`config.mk`:
```
export PLATFORM = sky130hd
export DESIGN_NAME = pkt_tx_sched
export DESIGN_NICKNAME = d
export VERILOG_FILES = /design/src/rtl/pkt_tx_pkg.sv /design/src/rtl/pkt_tx_sched_rr_arbiter.sv /design/src/rtl/pkt_tx_sched.sv
export SDC_FILE = /design/constraint.sdc
export NUM_CORES = 1
export LEC_CHECK = 0
export ABC_AREA = 0
export BUFFER_PORTS_ARGS = -buffer_cell sky130_fd_sc_hd__buf_2
export CORE_MARGIN = 2
export CORE_UTILIZATION = 40
export DETAILED_ROUTE_END_ITERATION = 16
export PLACE_DENSITY_LB_ADDON = 0.25
export SLEW_MARGIN = 20
export SYNTH_ARGS = -nofsm -noshare
export SYNTH_HDL_FRONTEND = slang
export SYNTH_SLANG_ARGS = --single-unit
```
`constraint.sdc`:
```
create_clock -name clk -period 3.6 [get_ports clk]
set_input_delay 0.54 -clock clk [delete_from_list [all_inputs] [get_ports clk]]
set_output_delay 0.54 -clock clk [all_outputs]
set_load 0.005 [all_outputs]
```
`src/rtl/pkt_tx_pkg.sv`:
```
// Shared constants and FSM state encoding for the packet transmit scheduler.
package pkt_tx_pkg;
  localparam logic [8:0] K281    = 9'h13C;
  localparam logic [8:0] K285    = 9'h1BC;
  localparam logic [8:0] K237    = 9'h1F7;
  localparam int         MIN_GAP = 10;

  typedef enum logic [2:0] {IDLE, SYNC, DATA, EOP, GAP} state_t;
endpackage

```
`src/rtl/pkt_tx_sched_rr_arbiter.sv`:
```
// Round-robin pick: first asserted request at or after ptr, wrapping at NREQ.
module rr_arbiter #(
  parameter int NREQ = 4,
  parameter int IW   = (NREQ > 1) ? $clog2(NREQ) : 1
) (
  input  logic [NREQ-1:0] req,
  input  logic [IW-1:0]   ptr,
  output logic [NREQ-1:0] gnt,
  output logic [IW-1:0]   idx,
  output logic            any
);
  logic found;

  // Outer loop is priority distance from ptr; the first hit wins.
  always_comb begin
    gnt   = '0;
    idx   = '0;
    found = 1'b0;
    for (int k = 0; k < NREQ; k++) begin
      for (int i = 0; i < NREQ; i++) begin
        if (!found && req[i] && ((int'(ptr) + k) % NREQ) == i) begin
          gnt[i] = 1'b1;
          idx    = IW'(i);
          found  = 1'b1;
        end
      end
    end
  end

  assign any = |req;
endmodule

```
`src/rtl/pkt_tx_sched.sv`:
```
// Round-robin framer in front of the CRC-inserting 8b/10b encoder.
// Optional length limit enabled by PKT_TX_SCHED_MAXLEN_EN.
module pkt_tx_sched
  import pkt_tx_pkg::*;
#(
  parameter int NREQ       = 4,
  parameter int GAP_CYCLES = 10,
  parameter int MAX_LEN    = 256
) (
  input  logic              clk,
  input  logic              reset,
  input  logic [NREQ-1:0]   src_valid,
  input  logic [NREQ*8-1:0] src_data,
  input  logic [NREQ-1:0]   src_last,
  output logic [NREQ-1:0]   src_ready,
  output logic              pushin,
  output logic [8:0]        datain,
  output logic              startin,
  output logic [NREQ-1:0]   grant,
  output logic              busy,
  output logic              err_underrun,
  output logic [2:0]        err_id
`ifdef PKT_TX_SCHED_MAXLEN_EN
  , output logic            err_maxlen
`endif
);
  localparam int IW = (NREQ > 1) ? $clog2(NREQ) : 1;
  localparam int GW = $clog2(GAP_CYCLES + 1);

  if (GAP_CYCLES < MIN_GAP) begin : g_gap_chk
    $error("pkt_tx_sched: GAP_CYCLES below encoder minimum");
  end
  if (NREQ < 2 || NREQ > 8) begin : g_nreq_chk
    $error("pkt_tx_sched: NREQ out of range 2..8");
  end
  if (MAX_LEN < 1) begin : g_len_chk
    $error("pkt_tx_sched: MAX_LEN must be positive");
  end

  state_t            state_q, state_d;
  logic [1:0]        sync_cnt_q, sync_cnt_d;
  logic [GW-1:0]     gap_cnt_q, gap_cnt_d;
  logic [IW-1:0]     rr_q, rr_d;
  logic [IW-1:0]     gidx_q, gidx_d;
  logic [NREQ-1:0]   grant_q, grant_d;
  logic              pushin_q, pushin_d;
  logic [8:0]        datain_q, datain_d;
  logic              startin_q, startin_d;
  logic              err_underrun_q, err_underrun_d;
  logic [2:0]        err_id_q, err_id_d;

  logic              sel_valid, sel_last;
  logic [7:0]        sel_data;
  logic [NREQ-1:0]   arb_req, arb_gnt;
  logic [IW-1:0]     arb_idx;
  logic              arb_any;

`ifdef PKT_TX_SCHED_MAXLEN_EN
  localparam int LW = $clog2(MAX_LEN + 1);
  logic [LW-1:0]     len_q, len_d;
  logic [NREQ-1:0]   flush_mask_q, flush_mask_d;
  logic              trunc_q, trunc_d;
  logic              err_maxlen_q, err_maxlen_d;
  logic              flush_win;

  // A truncated source is drained only while nobody owns the encoder.
  assign flush_win = (state_q == GAP) || (state_q == IDLE);
  assign arb_req   = src_valid & ~flush_mask_q;
`else
  assign arb_req   = src_valid;
`endif

  rr_arbiter #(.NREQ(NREQ), .IW(IW)) u_arb (
    .req (arb_req),
    .ptr (rr_q),
    .gnt (arb_gnt),
    .idx (arb_idx),
    .any (arb_any)
  );

  always_comb begin
    sel_valid = 1'b0;
    sel_last  = 1'b0;
    sel_data  = '0;
    for (int i = 0; i < NREQ; i++) begin
      if (gidx_q == IW'(i)) begin
        sel_valid = src_valid[i];
        sel_last  = src_last[i];
        sel_data  = src_data[i*8 +: 8];
      end
    end
  end

  always_comb begin
    src_ready = '0;
    if (state_q == DATA) src_ready = grant_q & src_valid;
`ifdef PKT_TX_SCHED_MAXLEN_EN
    if (flush_win) src_ready = flush_mask_q & src_valid;
`endif
  end

  always_comb begin
    state_d        = state_q;
    sync_cnt_d     = sync_cnt_q;
    gap_cnt_d      = gap_cnt_q;
    rr_d           = rr_q;
    gidx_d         = gidx_q;
    grant_d        = grant_q;
    pushin_d       = 1'b0;
    datain_d       = '0;
    startin_d      = 1'b0;
    err_underrun_d = 1'b0;
    err_id_d       = err_id_q;
`ifdef PKT_TX_SCHED_MAXLEN_EN
    len_d          = len_q;
    flush_mask_d   = flush_mask_q;
    trunc_d        = trunc_q;
    err_maxlen_d   = 1'b0;
    if (flush_win && |(flush_mask_q & src_valid & src_last)) flush_mask_d = '0;
`endif
    case (state_q)
      IDLE: begin
        if (arb_any) begin
          grant_d    = arb_gnt;
          gidx_d     = arb_idx;
          rr_d       = (arb_idx == IW'(NREQ - 1)) ? '0 : arb_idx + 1'b1;
          sync_cnt_d = '0;
          state_d    = SYNC;
`ifdef PKT_TX_SCHED_MAXLEN_EN
          len_d      = '0;
`endif
        end
      end
      SYNC: begin
        pushin_d   = 1'b1;
        datain_d   = K281;
        startin_d  = (sync_cnt_q == 2'd0);
        sync_cnt_d = sync_cnt_q + 2'd1;
        if (sync_cnt_q == 2'd3) state_d = DATA;
      end
      DATA: begin
        if (sel_valid) begin
          pushin_d = 1'b1;
          datain_d = {1'b0, sel_data};
          if (sel_last) state_d = EOP;
`ifdef PKT_TX_SCHED_MAXLEN_EN
          else if (len_q == LW'(MAX_LEN - 1)) begin
            state_d      = EOP;
            flush_mask_d = grant_q;
            trunc_d      = 1'b1;
            err_id_d     = 3'(gidx_q);
          end
          len_d = len_q + 1'b1;
`endif
        end else begin
          // Encoder cannot stall mid-frame: close it out immediately.
          pushin_d       = 1'b1;
          datain_d       = K285;
          err_underrun_d = 1'b1;
          err_id_d       = 3'(gidx_q);
          grant_d        = '0;
          gap_cnt_d      = '0;
          state_d        = GAP;
        end
      end
      EOP: begin
        pushin_d  = 1'b1;
        datain_d  = K285;
        grant_d   = '0;
        gap_cnt_d = '0;
        state_d   = GAP;
`ifdef PKT_TX_SCHED_MAXLEN_EN
        err_maxlen_d = trunc_q;
        trunc_d      = 1'b0;
`endif
      end
      GAP: begin
        if (gap_cnt_q == GW'(GAP_CYCLES - 1)) state_d = IDLE;
        else gap_cnt_d = gap_cnt_q + 1'b1;
      end
      default: state_d = IDLE;
    endcase
  end

  always_ff @(posedge clk or posedge reset) begin
    if (reset) begin
      state_q        <= IDLE;
      sync_cnt_q     <= '0;
      gap_cnt_q      <= '0;
      rr_q           <= '0;
      gidx_q         <= '0;
      grant_q        <= '0;
      pushin_q       <= 1'b0;
      datain_q       <= '0;
      startin_q      <= 1'b0;
      err_underrun_q <= 1'b0;
      err_id_q       <= '0;
`ifdef PKT_TX_SCHED_MAXLEN_EN
      len_q          <= '0;
      flush_mask_q   <= '0;
      trunc_q        <= 1'b0;
      err_maxlen_q   <= 1'b0;
`endif
    end else begin
      state_q        <= state_d;
      sync_cnt_q     <= sync_cnt_d;
      gap_cnt_q      <= gap_cnt_d;
      rr_q           <= rr_d;
      gidx_q         <= gidx_d;
      grant_q        <= grant_d;
      pushin_q       <= pushin_d;
      datain_q       <= datain_d;
      startin_q      <= startin_d;
      err_underrun_q <= err_underrun_d;
      err_id_q       <= err_id_d;
`ifdef PKT_TX_SCHED_MAXLEN_EN
      len_q          <= len_d;
      flush_mask_q   <= flush_mask_d;
      trunc_q        <= trunc_d;
      err_maxlen_q   <= err_maxlen_d;
`endif
    end
  end

  assign pushin       = pushin_q;
  assign datain       = datain_q;
  assign startin      = startin_q;
  assign grant        = grant_q;
  assign busy         = (state_q != IDLE);
  assign err_underrun = err_underrun_q;
  assign err_id       = err_id_q;
`ifdef PKT_TX_SCHED_MAXLEN_EN
  assign err_maxlen   = err_maxlen_q;
`endif
endmodule

```
-- After elaboration in Yosys (flattened, before gate mapping)
Index checks and enable logic that the tools add are counted.
W data, S select, Z words.
- add/subtract/negate cells: 6
- equal/unequal tests: 28
- muxes and demuxes: 78
- bitwise logic cells: 5
- reductions and logical operators: 68
- operators by type and width (cell ; number):
    $logic_not A32 Y1 ; 4
    $mux W1 ; 43
    $mux W2 ; 16
    $mux W8 ; 4
    $logic_and A1 B1 Y1 ; 31
    $pmux W9 S3 ; 1
    $pmux W4 S3 ; 2
    $eq A3 B3 Y1 const B ; 7
    $mux W4 ; 4
    $eq A3 B2 Y1 const B ; 5
    $logic_not A1 Y1 ; 15
    $mux W3 ; 5
    $pmux W3 S5 ; 1
    $eq A2 B2 Y1 const B ; 6
    $ne A2 B2 Y1 const B ; 5
    $mux W9 ; 1
    $reduce_bool A3 Y1 ; 3
    $add A2 B1 Y2 const B ; 3
    $reduce_and A2 Y1 ; 3
    $reduce_and A3 Y1 ; 2
    $reduce_or A2 Y1 ; 3
    $add A2 B2 Y2 const B ; 2
    $add A4 B1 Y4 const B ; 1
    $and A4 B4 Y4 ; 1
    other kinds (13) ; 17
- bits in registers: 31
- output and inout bits: 24
- logic and storage cells: 196

-- Longest topological paths before layout
Gate-level depths: netlist of the first run.
- depth in word-level cells: 65
- depth in mapped cells: 6
- mapped depth without buffers: 6

-- Cells and area by module
From an unflattened synthesis of the first run, not the netlist that was laid out.
- cells, all modules: 165
- area, all modules: 1803.0 sq um
- modules (own cells, without submodules) (module ; times used ; cells an instance ; area each (sq um) ; seq. area each (sq um)):
    pkt_tx_sched ; 1 ; 131 ; 1600.3 ; 775.7
    rr_arbiter ; 1 ; 34 ; 202.7 ; 0.0

-- Worst setup path after synthesis of the first run
Ideal clock, no wire load.
- kind: input -> register
- start point: in src_valid[1]
- end point: reg err_id_q[0], in the netlist err_id[0]
- library setup time: 0.125 ns
- arrival: 1.686 ns
- required time: 3.475 ns
- path slack: 1.789 ns
- stages: 4
- cells stage by stage: buf_4 -> mux4_2 -> nor3_4 -> mux2_4
- longest elaborated chain between the ends: 5
- RTL lines (what ; line ; source):
    from (decl) ; pkt_tx_sched.sv:12 ; input logic [NREQ-1:0] src_valid,
    $mux W1 (3 in a row) ; pkt_tx_sched.sv:86 ; if (gidx_q == IW'(i)) begin
    $not A1 Y1 (no source line) ; n/a ;
    $reduce_and A2 Y1 (no source line) ; n/a ;
    to (signal assigned) ; pkt_tx_sched.sv:215 ; err_id_q <= err_id_d;
    to (decl) ; pkt_tx_sched.sv:50 ; logic [2:0] err_id_q, err_id_d;
No other way between the ends.
A chain may end at the register's enable or synchronous reset.

-- Final worst setup path of the first run
- start point: reg state_q[2]
- end point: out src_ready[3]
- longest elaborated chain between the ends: 2
- RTL lines (what ; line ; source):
    from (decl) ; pkt_tx_sched.sv:40 ; state_t state_q, state_d;
    from (signal assigned) ; pkt_tx_sched.sv:205 ; state_q <= state_d;
    $eq A3 B2 Y1 ; pkt_tx_sched.sv:96 ; if (state_q == DATA) src_ready = grant_q & src_valid;
    $mux W4 ; pkt_tx_sched.sv:96 ;
    to (decl) ; pkt_tx_sched.sv:15 ; output logic [NREQ-1:0] src_ready,
No other way between the ends.

==> results of run 1 <==
[cell usage in the layout, fill, tap and decap left out, types with 2 or more instances in the layout]
cell type	synthesis	layout
a21o_1	3	3
o21ai_2	5	5
or3_1	2	2
inv_1	11	11
buf_2	2	64
a21oi_1	8	8
mux2_4	2	2
a31oi_1	2	2
dfrtp_1	31	31
o22ai_1	4	4
or2_2	2	2
o21ai_0	4	4
nand3_1	3	3
nand2_1	13	13
o221ai_1	3	3
nor2_1	12	12
and3_1	8	8
mux4_2	10	10
mux2i_1	2	2
ha_1	4	4
clkbuf_8	0	6
[cells by family after synthesis]
logic type                 synth area share [%]
AOI/OAI and AO/OA                         14.42
adders and majority gates                 2.884
buffers and inverters                     5.984
DFF                                       44.70
muxes                                     15.86
other                                    0.2161
and+or+nand+nor                           15.93
[worst min path at each step]
stage | startpoint | end | cells after the start
final | reset | datain[5] | 3
after floorplan | sync_cnt_q[0] | sync_cnt_q[0] | 1
after global placement | err_id[0] | err_id[0] | 1
after global routing | reset | datain[5] | 3
after CTS | reset | datain[5] | 3
after detailed placement | err_id[1] | err_id[1] | 1
[through the flow]
step / area [µm²] / util [%] / hold WS [ps] / std cells / setup WS (ps)
floorplan: 1735 / - / 485.5 / 155 / 1789
global placement: 2067 / 50.58 / 498.1 / 261 / 1530
detailed placement: 2067 / 50.58 / 489.4 / 261 / 1513
CTS: 2185 / 53.46 / 342.0 / 269 / 1189
global route: 2185 / 53.46 / 354.8 / 269 / 1075
finish: 2185 / 53.46 / 322.7 / 269 / 1185
[layer usage]
metal  wire length, µm  up-vias  part of all wire, %  global-route usage [%]
met3               181        7                  4.4                   4.762
met1              1839      689                   44                   23.69
li1                  -      684                    -                       -
met5                 0        -                    0                       0
met4                57        0                  1.4                   5.128
met2              2077       38                   50                   28.99
[final cells by class]
| type | instances | area share (%) |
|---|---|---|
| flip-flops and latches | 31 | 35.51 |
| inverters | 12 | 2.062 |
| well taps | 50 | 2.864 |
| clock buffers | 6 | 3.780 |
| repair buffers | 65 | 15.01 |
| multi-input cells | 103 | 39.18 |
| clock inverters | 2 | 1.604 |
[worst min-delay path: stages]
cell and delay (ps):
buf_2 90, inv_1 40, buf_4 350
[state kept, by name, summed over array words and instances (netlist names)]
name	flops
err_underrun	1
datain	9
err_id	2
state_q	3
gap_cnt_q	4
startin	1
pushin	1
grant	4
sync_cnt_q	2
rr_q	2
gidx_q	2
[power by group through the flow]
stage	Sequential, mW	Clock [mW]	Combinational, mW
2_1_floorplan	0.584	0	0.637
3_3_place_gp	0.658	0	0.771
3_5_place_dp	0.660	0	0.778
4_1_cts	0.655	0.359	0.783
5_1_grt	0.683	0.380	0.853
6_report	0.652	0.356	0.776
==> out/results.txt, run 1 <==
Post-Syn Area: 1735 µm²
Reg power frac: 36.5%
CP Class: flip-flop to output pin
share of layout cells above drive strength 1: 45.66%
wire per inst: 15.45 µm
Clk network pwr share: 20.0%
Core Rows: 23
outcome: finished clean
Crit path required time: 3060 ps
total number of vias: 1418
syn nets: 201
TNS Setup: 0 ps
I/O pin cnt: 66
clk sink count: 31
synth unique cells: 41
Post-CTS Setup Bufs: 0
CP endpoint: src_ready[3]
Final #Nets: 264
core region area: 4086 µm²
Gate power share: 43.5%
max_cap viols: 0
initial antenna violation count: 0
Max Fclk: 414.0 MHz
ys async rst share: 100.0%
Remaining Overflow, GRT: 0
Clock Tree Root: clkbuf_8
Die Ht: 69.87 µm
Mapped Cells: 155
Detailed Routing Iterations Pass 1: 4
DRC: 0
Rel. slew slack: 57.57%
Slew Limit Fails: 0
via/cell ratio: 5.271
Pwr Density: 816.3 nW/µm²
synthesis-to-layout area growth: 25.88%
Tot GR Track Use: 17.89%
Synth area leader: dfrtp_1
Setup Viol. Count Final: 0
Critical Path Slowest Stage Cell: nor2_1
Hold WC Path Type: input port to asynchronous set/reset pin
RR Endpoint: err_id[0]
cts-stage hold buffer count: 0
Final Hold Violating Endpoints: 0
Startpoint Class: flip-flop
total power: 1.783 mW
yosys warns: 0
overall routed net length: 4155 µm
LEAKAGE: 1.122 nW
Levels on crit path: 4
RSZ-0062 raised after global routing: false
IO Port Bufs: 64
reg2reg path depth: 3
reg-to-reg slack, setup: 1550 ps
ys flop type: dfrtp_1
# fillers: 363
Post-DP HPWL: 3173 µm
Setup Skew: 6.098 ps
CTS H-tree lvls: 2
Clock Latency Late Sink: 280 ps
first-pass GRT wire length: 6789 µm
Post-DRT Antenna Nets: 0
largest net degree at the start of global routing: 32
post-synthesis sequential area ratio: 44.70%
count leader, synth: dfrtp_1
buffers and inverters on the worst path: 1
Least-Margin Pin Slew: 636.4 ps
Clk pin slew, worst setup/hold paths: 70 ps
die area: 4881 µm²
synthesis-stage register bit count: 31
Final min period: 2415 ps
worst path cell trace: nand2b_2 -> nor2_1 -> and3_1 -> buf_2
maximum clock path buffer count: 2
GP Congestion: 0.7773
Post-CTS Resized: 0
final cycle utilization of the critical path: 67.10%
CP Launch Point: state_q[2]
Critical Path Sink Type: output pin
Worst R2R Start: gidx_q[0]
multi-input logic area: 855.8 µm²
CTS tree: built
ANT cells: 0
CP Data Arrival Time: 1880 ps
Starting Density: 42.47%
EDFF count, synth: 0
vias in the first global route: 1385
cell family with most CP delay: simple AND/OR/NAND/NOR gates
share of the synthesized area in the top cell type: 44.70%
ranking of synthesized cells by area: dfrtp_1 45%, mux4_2 13%, and3_1 2.9%
CP max FO: 9
DRT iter0 DRCs: 104
Max VDD drop: 0.5554 mV
Pint: 1.105 mW
switching share of power: 38.04%
Post-Syn Area per Cell: 11.20 µm²
CP max stage delay: 460 ps
Synth top cells by count: 31 x dfrtp_1, 13 x nand2_1, 12 x nor2_1
Die Wd: 69.87 µm
sequential cell area: 775.7 µm²
Sw Pwr: 0.6783 mW
CTS buffer count: 5
Power figures use the tool's default switching activity.
==> run 2: changes to the inputs <==
- clock period: 3.6 -> 2.35 ns (I/O delays scaled with it)
==> run 2 against run 1 <==
Against the previous run: core utilization shrank 0.34 points; clock-buffer cell count is 1 lower; cell count increased by 0.74%; wire length fell by 4.0%; power up 46%; register-to-register slack got worse by 980 ps; sequential power rose by 47%; flip-flop and latch count did not move; final area fell by 0.63%; critical path type unchanged; largest power group unchanged.
==> out/results.txt, run 2 (synthesis gave the netlist of run 1 again) <==
outcome: finished clean
Setup Skew: 3.600 ps
LEAKAGE: 1.110 nW
Tot GR Track Use: 18.05%
most frequent cells in the layout: 64 x buf_2, 31 x dfrtp_1, 13 x nand2_1
final worst slack: 279.8 ps
Post-CTS Setup Bufs: 0
Critical Path Sink Type: output pin
max reg flops: 9
via/cell ratio: 5.221
Clock Tree Root: clkbuf_8
Startpoint Class: flip-flop
max_cap viols: 0
TNS Setup: 0 ps
CTS tree: built
core region area: 4086 µm²
CTS H-tree lvls: 2
Final #Nets: 266
sequential cell area: 775.7 µm²
CP max FO: 9
wire per inst: 14.72 µm
Clock Latency Late Sink: 290 ps
cts-stage hold buffer count: 0
Hold WC Path Type: input port to asynchronous set/reset pin
# fillers: 378
Max VDD drop: 0.5665 mV
final cycle utilization of the critical path: 88.09%
overall routed net length: 3988 µm
setup slack after placement: 573.0 ps
largest net degree at the start of global routing: 32
clk sink count: 31
GP Congestion: 0.8210
Die Ht: 69.87 µm
Slew Limit Fails: 0
I/O pin cnt: 66
initial antenna violation count: 0
Rel. slew slack: 59.83%
Crit path required time: 2000 ps
IO Port Bufs: 64
share of layout cells above drive strength 1: 46.15%
DRC: 0
first-pass GRT wire length: 6969 µm
Final min period: 2070 ps
Post-DRT Antenna Nets: 0
Pwr Density: 1200 nW/µm²
Least-Margin Pin Slew: 602.6 ps
commonest non-fill, non-tap cell in the layout: buf_2
total number of vias: 1415
Max Fclk: 483.0 MHz
Die Wd: 69.87 µm
RSZ-0062 raised after global routing: false
Detailed Routing Iterations Pass 1: 4
Worst R2R Start: gidx_q[1]
synthesis-to-layout area growth: 25.09%
Setup Viol. Count Final: 0
CP Data Arrival Time: 1720 ps
Starting Density: 42.47%
multi-input logic area: 855.8 µm²
vias in the first global route: 1401
CP Launch Point: state_q[2]
ANT cells: 0
Core Rows: 23
Post-CTS Resized: 0
maximum clock path buffer count: 2
Post-DP HPWL: 3067 µm
CTS buffer count: 5
Remaining Overflow, GRT: 0
CP Class: flip-flop to output pin
Final Hold Violating Endpoints: 0
DRT iter0 DRCs: 57
Clk pin slew, worst setup/hold paths: 70 ps
die area: 4881 µm²
run 2: changes by cell type in the layout (fill, tap and decap cells not counted):
cell        change
clkinvlp_4      +2
bufinv_16       -1
clkbuf_8        -1
buf_4           +2
run 2: worst max-delay path, cell delays in order (launching register included):
cell and delay (ps):
dfrtp_1 440, nand2b_2 210, nor2_1 440, and3_1 230, buf_2 120
run 2: report_power, final:
part           total [mW]  switching [mW]  internal [mW]
Clock               0.410           0.204          0.205
Combinational        1.24           0.624          0.615
Sequential          0.957           0.202          0.755
Total                2.61            1.03           1.58
run 2: metrics by stage:
step / power, mW / area [µm²] / hold WS, ps / instances / utilization (%)
after floorplan: 1.871 / 1735 / 456.0 / 155 / -
after global placement: 2.200 / 2082 / 449.5 / 263 / 50.95
after detailed placement: 2.220 / 2082 / 452.0 / 263 / 50.95
after CTS: 2.640 / 2171 / 142.4 / 271 / 53.12
after global routing: 2.848 / 2171 / 166.8 / 271 / 53.12
final: 2.606 / 2171 / 129.2 / 271 / 53.12
run 2: worst paths after layout:
kind                            endpoint  slack, ps  cells past startpoint
setup / recovery            src_ready[0]        280                      4
hold / removal                 datain[4]        130                      3
setup reg to reg               err_id[0]        570                      3
hold reg to reg                err_id[0]        500                      1
max in group asynchronous  sync_cnt_q[0]       1930                      3
min in group clk                grant[0]        390                      3
run 2: area by class of cell:
cell class	instances	share of cell area (%)
Multi-Input combinational cell	103	39.42
Sequential cell	31	35.73
Timing Repair Buffer	67	15.79
Clock buffer	5	3.170
Tap cell	50	2.882
Inverter	12	2.075
Clock inverter	3	0.9222
run 2: per-layer routing:
layer  up-vias  global-route usage (%)  wire (µm)
met5         -                       0          0
met4         0                   7.906         99
met3        11                   5.772        255
met2        55                   26.98       1881
met1       664                   24.07       1751
li1        685                       -          -
